==> config.mk <==
export PLATFORM = sky130hd
export DESIGN_NAME = btn_conditioner
export DESIGN_NICKNAME = d
export VERILOG_FILES = /design/src/rtl/btn_pkg.sv /design/src/rtl/btn_debounce_ch.sv /design/src/rtl/btn_conditioner.sv
export SDC_FILE = /design/constraint.sdc
export NUM_CORES = 1
export LEC_CHECK = 0
export ABC_AREA = 0
export CAP_MARGIN = 40
export CORE_ASPECT_RATIO = 1.1
export CORE_MARGIN = 10
export CORE_UTILIZATION = 30
export DETAILED_ROUTE_END_ITERATION = 8
export HOLD_SLACK_MARGIN = 0.02
export SYNTH_ARGS = -nofsm -noshare
export SYNTH_HDL_FRONTEND = slang
export SYNTH_SLANG_ARGS = --single-unit
==> constraint.sdc <==
create_clock -name clk -period 1.7 [get_ports clk]
set_input_delay 0.34 -clock clk [delete_from_list [all_inputs] [get_ports clk]]
set_output_delay 0.34 -clock clk [all_outputs]
set_load 0.01 [all_outputs]
==> src/rtl/btn_pkg.sv <==
// Shared constants and helpers for the button conditioning block.
package btn_pkg;

  localparam int unsigned STABLE_TICKS_DEF = 5;
  localparam int unsigned CNT_W_DEF        = 4;
  localparam bit          ACTIVE_LOW_DEF   = 1'b1;

  // Board timebase: one sample_tick every 2**TICK_DIV_LOG2 clk
  localparam int unsigned TICK_DIV_LOG2    = 11;

  // Pin level of an idle (released) button for a given polarity
  function automatic logic released_lvl(input bit active_low);
    return active_low ? 1'b1 : 1'b0;
  endfunction

  localparam logic RELEASED_LVL = released_lvl(ACTIVE_LOW_DEF);

endpackage

==> src/rtl/btn_debounce_ch.sv <==
// One button channel: 2-flop synchroniser, stability counter, debounced
// level, registered press/release strobes and press toggle.
module btn_debounce_ch
  import btn_pkg::*;
#(
  parameter int unsigned STABLE_TICKS = STABLE_TICKS_DEF,
  parameter int unsigned CNT_W        = CNT_W_DEF,
  parameter bit          ACTIVE_LOW   = ACTIVE_LOW_DEF
) (
  input  logic clk,
  input  logic reset,
  input  logic sample_tick,
  input  logic raw,
  output logic level,
  output logic press,
  output logic rls,
  output logic toggle
);

  localparam logic             SYNC_RST = released_lvl(ACTIVE_LOW);
  localparam logic [CNT_W-1:0] CNT_LAST = CNT_W'(STABLE_TICKS - 1);

  logic             sync1;
  logic             sync2;
  logic [CNT_W-1:0] cnt;
  logic [CNT_W-1:0] cnt_nxt_c;
  logic             fire_c;
  logic             p_c;

  // Normalised synchronised sample, 1 = pressed
  assign p_c = sync2 ^ ACTIVE_LOW;

  // Debounce rules: matching level clears the count, last tick commits
  always_comb begin
    cnt_nxt_c = cnt;
    fire_c    = 1'b0;
    if (p_c == level) begin
      cnt_nxt_c = '0;
    end else if (sample_tick && (cnt == CNT_LAST)) begin
      cnt_nxt_c = '0;
      fire_c    = 1'b1;
    end else if (sample_tick) begin
      cnt_nxt_c = cnt + CNT_W'(1);
    end
  end

  // Synchroniser, counter, level, strobes and toggle
  always_ff @(posedge clk) begin
    if (reset) begin
      sync1  <= SYNC_RST;
      sync2  <= SYNC_RST;
      cnt    <= '0;
      level  <= 1'b0;
      press  <= 1'b0;
      rls    <= 1'b0;
      toggle <= 1'b0;
    end else begin
      sync1  <= raw;
      sync2  <= sync1;
      cnt    <= cnt_nxt_c;
      press  <= fire_c & p_c;
      rls    <= fire_c & ~p_c;
      if (fire_c) begin
        level <= p_c;
      end
      if (fire_c && p_c) begin
        toggle <= ~toggle;
      end
    end
  end

endmodule

==> src/rtl/btn_conditioner.sv <==
// Conditions NBTN raw bouncy buttons into clean levels, strobes and toggles.
module btn_conditioner
  import btn_pkg::*;
#(
  parameter int unsigned NBTN         = 2,
  parameter int unsigned STABLE_TICKS = STABLE_TICKS_DEF,
  parameter int unsigned CNT_W        = CNT_W_DEF,
  parameter bit          ACTIVE_LOW   = ACTIVE_LOW_DEF
) (
  input  logic            clk,
  input  logic            reset,
  input  logic            sample_tick,
  input  logic [NBTN-1:0] btn_raw,
  output logic [NBTN-1:0] btn_level,
  output logic [NBTN-1:0] btn_press,
  output logic [NBTN-1:0] btn_release,
  output logic [NBTN-1:0] btn_toggle
);

  // One independent debounce channel per button
  for (genvar i = 0; i < int'(NBTN); i++) begin : g_ch
    btn_debounce_ch #(
      .STABLE_TICKS (STABLE_TICKS),
      .CNT_W        (CNT_W),
      .ACTIVE_LOW   (ACTIVE_LOW)
    ) u_ch (
      .clk         (clk),
      .reset       (reset),
      .sample_tick (sample_tick),
      .raw         (btn_raw[i]),
      .level       (btn_level[i]),
      .press       (btn_press[i]),
      .rls         (btn_release[i]),
      .toggle      (btn_toggle[i])
    );
  end

endmodule

======== Yosys cells after proc, flatten, opt, wreduce, memory -nomap -nowiden ========
Cells that the tools add are included.
word-level totals
  register bits ........................... 20
  word-level logic and storage cells ...... 38
  bits of input ports ..................... 5
operators by class
  reduce and logical (&&, ||, !) cells .... 6
  mux-type cells .......................... 4
  bitwise operators ....................... 8
  add/subtract/negate cells ............... 2
  eq/ne operators ......................... 4
operator list
  kind                                            number
  adder 4 x 1 -> 4 bit (second input constant)    2
  == test 4 x 3 -> 1 bit (second input constant)  2
  OR reduction 3 bit                              2
  AND 1 bit                                       4
  logical AND 1 bit                               4
  2-to-1 mux 1 bit                                4
  inverter 1 bit                                  4
  == test 1 bit                                   2

======== Logic depth before layout (Yosys ltp) ========
Gate-level depths: netlist of run 1.
  depth after elaboration ................. 5
  mapped depth ............................ 5
  depth with buffers taken out ............ 5

======== Modules after synthesis ========
From an unflattened synthesis of run 1, not the netlist that was laid out.
unflattened totals
  cell total of the unflattened synthesis .. 80
  area total of the unflattened synthesis .. 853.3 um^2
by module, submodules not included
  module           seq. area each (um^2)  area an instance (um^2)  times used  cells an instance
  btn_debounce_ch  200.2                  426.7                    2           40

======== Worst setup path after synthesis of run 1 ========
Ideal clock, no wire load.
  kind .................................... flip-flop to flip-flop
  start ................................... register g_ch[1].u_ch.cnt[0]
  end ..................................... register g_ch[1].u_ch.toggle
  stages on the path, launching flop included .. 6
  path slack .............................. 0.403 ns
  required time ........................... 1.630 ns
  clock period less this slack ............ 1.297 ns
  data arrival time ....................... 1.226 ns
  setup time .............................. 0.070 ns
  buffers on the path ..................... 0
  path through ............................ dfxtp_1 > inv_1 > ha_1 > nand4b_4 > or4_1 > a21oi_1
on the way
  cells in the longest elaborated chain, start to end .. 5
RTL lines
  item                      RTL line               text
  start: declaration        btn_debounce_ch.sv:25  logic [CNT_W-1:0] cnt;
  start signal: assignment  btn_debounce_ch.sv:60  cnt <= cnt_nxt_c;
  == test 4 x 3 -> 1 bit    btn_debounce_ch.sv:39  end else if (sample_tick && (cnt == CNT_LAST)) begin
  logical AND 1 bit         btn_debounce_ch.sv:39
  2-to-1 mux 1 bit          btn_debounce_ch.sv:39
  2-to-1 mux 1 bit          btn_debounce_ch.sv:37  if (p_c == level) begin
  logical AND 1 bit         btn_debounce_ch.sv:66  if (fire_c && p_c) begin
  end signal: assignment    btn_debounce_ch.sv:67  toggle <= ~toggle;
  end: declaration          btn_debounce_ch.sv:17  output logic toggle
No other way between the ends.
A chain may end at the register's enable or synchronous reset.

======== Worst setup path after layout of run 1 ========
  start ................................... register g_ch[1].u_ch.level
  end ..................................... output port btn_level[1]
RTL lines
  item                      RTL line               text
  start: declaration        btn_debounce_ch.sv:14  output logic level,
  start signal: assignment  btn_debounce_ch.sv:64  level <= p_c;
  end: declaration          btn_conditioner.sv:14  output logic [NBTN-1:0] btn_level,
No word-level cell between the ends.

==> summary.txt, run 1 <==
Clocking
  • Root Driver: clkbuf_4
  • Worst-skew pair later-pin latency: 0.30 ns
  • # H-tree levels: 1
  • TritonCTS clock tree: built
  • Clock sink total: 20
  • Worst-path clk slew: 0.12 ns
  • Clock buffer depth: 2
  • TritonCTS Buffers: 3

Yosys
  • Synth Flop Type: dfxtp_1
  • Async set or reset register ratio after synthesis: 0%
  • Mean Syn Cell Area: 9.67 um2
  • Number of synthesized flops with an enable pin: 0
  • Mapped Cells: 91
  • Netlist cell types: 21
  • Seq cells post-synth: 20
  • Cell Area, Synth: 880 um2
  • Seq/Total Area, Yosys: 45.5%
  • Ys Warns: 0
  • Synthesized Nets: 100

Floorplanning
  • Total die area: 5500 um2
  • Die height: 76.8 um
  • Core area: 2780 um2
  • Row count: 20
  • Ports: 13
  • Die width: 71.6 um
  • Starting Density: 31.7%

GRT
  • Tot GR Track Use: 5.50%
  • Antenna violations before repair: 0
  • Vias in the first global route: 606
  • Total gr overflow: 0
  • Global-route wire length before repair: 2.55 mm
  • Pin count of the biggest net entering global routing: 13

Timing
  • Hold Vio Cnt, Final: 0
  • Hold WS: 0.423 ns
  • Slew margin rel.: 83.8%
  • Setup ws final: 0.0901 ns
  • Post-route minimum period: 1.61 ns
  • Final setup violation count: 0
  • Worst-margin pin slew: 0.242 ns
  • RSZ-0062 raised after global routing: false
  • Achievable Freq: 621 MHz
  • Max Clock Skew: 0.00406 ns
  • Period utilization: 94.7%
  • Slew Viols, Final: 0

Power and ir drop
  • Max IR drop VDD: 452 uV
  • PwrDens: 844 nW/um2
  • Leak Pwr: 0.366 nW

Worst setup path
  • CP Depth: 1
  • Crit path DAT: 1.27 ns
  • Crit path max fanout: 7
  • CP max stage delay: 0.56 ns
  • Top delay family on crit path: buffers and inverters
  • Worst R2R Path Depth: 5
  • CP max stage cell: clkdlybuf4s50_1
  • Setup CP Type: reg2out
  • CP Cell Sequence: clkdlybuf4s50_1
  • Worst path bufs/invs: 1
  • Worst Path Required: 1.36 ns
  • Setup crit end kind: output pin
  • Worst setup SP type: register

Cells and area
  • Share of cells above drive strength 1: 20.2%
  • Final nets: 114
  • Fin util: 38.6%
  • Post-Layout Cell Count: 137
  • Area grow syn2layout: 22.0%
  • Design area: 1070 um2
  • Diode count: 0
  • Number of filler instances in the final layout: 287

Placement
  • Placed wire-length estimate: 1.10 mm
  • Post-placement cell count: 133
  • GPL Wtd Cong: 0.728
  • IO buf count: 12
  • Placement Setup Slack: -0.0277 ns
  • Placed cell areas: 1020 um2

Drt
  • Via Count: 608
  • DR pass1 iterations: 4
  • DRC viols: 0
  • DR vias/cell: 4.44
  • DRT Wirelength: 1.46 mm
  • M1 WL: 707 um
  • Metal3 WL: 136 um
  • Met2 routed WL: 615 um
  • DR iter-0 viols: 20
  • Highest metal layer with signal wires: met3
  • Post-route ant nets: 0
  • Wire per inst: 10.6 um

Worst hold path
  • Hold Crit Depth: 1
  • Hold Crit Class: reg2reg

Job
  • Max Cap Viol: 0

Outcome
  • Status: finished, final reports clean
[layout by cell type, fill, tap and decap left out, drive strengths merged, types with 3 or more instances in the layout]
master and count:
nor2 6, ha 4, clkbuf 3, xnor2 4
buf 7, or2 6, nand2 10, dfxtp 20
clkdlybuf4s50 12, a21oi 6, inv 5
[registers in the layout, summed over array words and instances, names as in the netlist]
signal,count
g_ch.u_ch.cnt,8
g_ch.u_ch.level,2
g_ch.u_ch.press,2
g_ch.u_ch.rls,2
g_ch.u_ch.sync1,2
g_ch.u_ch.sync2,2
g_ch.u_ch.toggle,2
[path summary, 6_finish.rpt]
kind	endpoint	slack [ns]	start
worst min-delay path	g_ch[1].u_ch.sync2	0.42	g_ch[1].u_ch.sync1
worst min register to register	g_ch[1].u_ch.sync2	0.42	g_ch[1].u_ch.sync1
worst max register to register	g_ch[1].u_ch.toggle	0.33	g_ch[1].u_ch.cnt[0]
worst max-delay path	btn_level[1]	0.09	g_ch[1].u_ch.level
[synth_stat cells (4+ instances only)]
library cell  instances  area [um2]
nand2_1              10        37.5
ha_1                  4        50.1
xnor2_1               4        35.0
nor2_1                6        22.5
inv_1                 5        18.8
a21oi_1               6        30.0
dfxtp_1              20         400
or2_2                 6        37.5
buf_4                 8        60.1
[stage by stage]
stage	power (mW)	TNS, ns
5_1_grt	0.941	0
3_3_place_gp	0.529	0
2_1_floorplan	0.511	0
6_report	0.906	0
4_1_cts	0.922	0
3_5_place_dp	0.530	-0.0277
[repair_timing]
| item | 4_1_cts | 5_1_grt |
|---|---|---|
| endpoints found under the setup margin | 2 | 0 |
| setup buffers | 0 | 0 |
| hold buffers | 0 | 0 |
| gates resized for setup | 2 | 0 |
[cells by family after synthesis]
family | Yosys count | synth area share (%)
compound gates | 8 | 5.12
flops | 20 | 45.5
xor+xnor | 6 | 5.97
simple gates | 36 | 24.8
buf+inv | 15 | 10.7
mux | 2 | 2.28
fa+ha+maj | 4 | 5.69
[report_power, final]
group	switching (mW)	internal, mW
Combinational	0.0178	0.0229
Sequential	0.00428	0.474
Clock	0.149	0.238
Total	0.171	0.735
[metal layers]
layer	vias to the layer above	GRT usage (%)
met5	-	0
met4	0	2.91
met3	0	2.96
met1	267	6.66
met2	18	7.51
li1	323	-
[cell type report]
type | instances | area, um2 | area share (%)
Timing Repair Buffer | 19 | 173 | 16.1
Inverter | 5 | 18.8 | 1.75
Sequential cell | 20 | 403 | 37.5
Multi-Input combinational cell | 56 | 385 | 35.9
Tap cell | 33 | 41.3 | 3.85
Clock buffer | 3 | 22.5 | 2.10
Clock inverter | 1 | 30.0 | 2.80
Power figures use the tool's default switching activity.
==> inputs of run 2 (changes only) <==
- CAP_MARGIN: 40 -> 5
==> results of run 2 <==
Final layout, timing and power as in run 1 (identical DEF).
==> inputs of run 3 (changes only) <==
- CORE_MARGIN: 10 -> 2
- CTS_BUF_LIST: default -> sky130_fd_sc_hd__clkbuf_4
==> run 3 against run 2 <==
Net effect:
- clock skew grew 0.00093 ns
- combinational power grew 1%
- routed wire length shrank 4.6%
- cell area shrank 2.4%
- power shrank 18%
- global-route usage grew 3.9 points
- count of clock-buffer cells in the layout is the same
- largest cell class unchanged
- largest power group unchanged
==> summary.txt, run 3 (same netlist as run 1, synthesis figures left out) <==
GRT
  • Pin count of the biggest net entering global routing: 12
  • Grt met2 use: 15.8%
  • Tot GR Track Use: 9.44%
  • Total gr overflow: 0
  • Antenna violations before repair: 0
  • Global-route wire length before repair: 2.49 mm
  • Vias in the first global route: 621
  • Met1 Use GR: 11.3%
  • GR peak layer: met2
  • Global Route met3 Usage: 2.99%

Worst setup path
  • Crit Reg-Reg Startpoint: g_ch[1].u_ch.cnt[0]
  • CP max stage delay: 0.56 ns
  • Worst R2R Path Depth: 5
  • Setup CP Type: reg2out
  • Top delay family on crit path: buffers and inverters
  • Worst Path Required: 1.36 ns
  • Worst R2R End: g_ch[1].u_ch.toggle
  • CP Cell Sequence: clkdlybuf4s50_1
  • CP max stage cell: clkdlybuf4s50_1
  • Setup crit end kind: output pin
  • Crit path max fanout: 7
  • Worst setup SP type: register
  • Worst reg2reg setup slack: 0.30 ns
  • CP Depth: 1
  • Worst path bufs/invs: 1
  • Crit path DAT: 1.25 ns

Drt
  • Post-route ant nets: 0
  • DR vias/cell: 4.53
  • Wire per inst: 10.2 um
  • DRC viols: 0
  • DR iter-0 viols: 10
  • DRT Wirelength: 1.39 mm
  • DR pass1 iterations: 4
  • Via Count: 620

Timing
  • Max Clock Skew: 0.00500 ns
  • Final setup violation count: 0
  • RSZ-0062 raised after global routing: false
  • Post-route minimum period: 1.59 ns
  • Slew margin rel.: 82.4%
  • Slew Viols, Final: 0
  • Period utilization: 93.7%
  • Achievable Freq: 628 MHz
  • Hold Vio Cnt, Final: 0
  • Hold WS: 0.422 ns
  • Worst-margin pin slew: 0.262 ns

Power and ir drop
  • Cell Int Power: 582 uW
  • Max IR drop VDD: 358 uV
  • Leak Pwr: 0.353 nW
  • Logic pwr share: 5.5%
  • Sw frac: 22.1%
  • Flop pwr share: 64.0%
  • Clk network pwr share: 30.5%
  • Net switching power: 165 uW
  • PwrDens: 713 nW/um2

Outcome
  • Status: finished, final reports clean

Floorplanning
  • Core area: 2780 um2
  • Total die area: 3380 um2
  • Row count: 20
  • Starting Density: 31.7%
  • Ports: 13
  • Die height: 60.8 um
  • Die width: 55.6 um

Cells and area
  • Post-Layout Cell Count: 137
  • Final nets: 114
  • Leading cell type in the layout, fill and taps excluded: dfxtp_1
  • Most frequent cells in the layout: dfxtp_1, clkdlybuf4s50_1, nand2_1
  • Largest Register: g_ch.u_ch.cnt
  • Number of flip-flops in the largest register: 8
  • Diode count: 0
  • Design area: 1050 um2
  • Area grow syn2layout: 19.1%
  • Fin util: 37.7%
  • Share of cells above drive strength 1: 19.2%

Worst hold path
  • Hold Crit Depth: 1
  • Hold Crit Class: reg2reg
  • HP Start: g_ch[0].u_ch.sync1
  • Hold Path End: g_ch[0].u_ch.sync2

Placement
  • IO buf count: 12
  • GPL Wtd Cong: 0.716
  • Post-placement cell count: 133
  • Placed wire-length estimate: 1.06 mm
  • Placed cell areas: 1020 um2

Clocking
  • Worst-path clk slew: 0.11 ns
  • Worst-skew pair later-pin latency: 0.29 ns
  • Hold-fix buffers, CTS: 0
  • # H-tree levels: 1
  • Clock sink total: 20
  • TritonCTS Buffers: 3
  • TritonCTS clock tree: built
  • Root Driver: clkbuf_4
  • Clock buffer depth: 2
  • Setup repair bufs after CTS: 0

Job
  • Max Cap Viol: 0
## run 3: layer usage
metal	vias up	wire [um]
met2	10	658
li1	321	-
met4	0	0
met5	-	0
met3	0	65
met1	289	668
## run 3: layout make-up
type	instances	area [um2]
repair buffers	19	173
well taps	33	41.3
clock inverters	1	3.75
multi-input cells	56	385
fillers	287	1730
clock buffers	3	22.5
flip-flops and latches	20	403
inverters	5	18.8
## run 3: through the flow
| stage | setup TNS [ns] | setup slack (ns) | power, mW |
|---|---|---|---|
| 2_1_floorplan | 0 | 0.403 | 0.511 |
| 3_3_place_gp | 0 | 0.0213 | 0.529 |
| 3_5_place_dp | -0.0280 | -0.0189 | 0.530 |
| 4_1_cts | 0 | 0.00306 | 0.756 |
| 5_1_grt | 0 | 0.0372 | 0.784 |
| 6_report | 0 | 0.107 | 0.747 |
## run 3: worst max-delay path by stage
stage	from	slack (ns)	to
3_5_place_dp	sample_tick	-0.02	g_ch[1].u_ch.toggle
4_1_cts	g_ch[1].u_ch.level	0.003	btn_level[1]
2_1_floorplan	g_ch[1].u_ch.cnt[0]	0.40	g_ch[1].u_ch.toggle
5_1_grt	g_ch[1].u_ch.level	0.04	btn_level[1]
3_3_place_gp	sample_tick	0.02	g_ch[0].u_ch.toggle
6_report	g_ch[1].u_ch.level	0.11	btn_level[1]
## run 3: repair_timing
action / 4_1_cts / 5_1_grt
setup endpoints to repair: 1 / 1
resized for setup: 1 / 1
gates cloned: 0 / 0
## run 3: power groups by stage
stage | Sequential, mW | Clock [mW] | Combinational, mW
detailed placement | 0.489 | 0 | 0.0415
global route | 0.479 | 0.260 | 0.0452
floorplan | 0.488 | 0 | 0.0236
finish | 0.478 | 0.227 | 0.0411
CTS | 0.478 | 0.236 | 0.0416
global placement | 0.489 | 0 | 0.0406
## run 3: worst register-to-register path: stages, from the launching register on
cell and delay [ns]:
dfxtp_1 0.37, inv_1 0.07, ha_1 0.21, nand4b_4 0.13, or4_1 0.40, a21oi_1 0.14
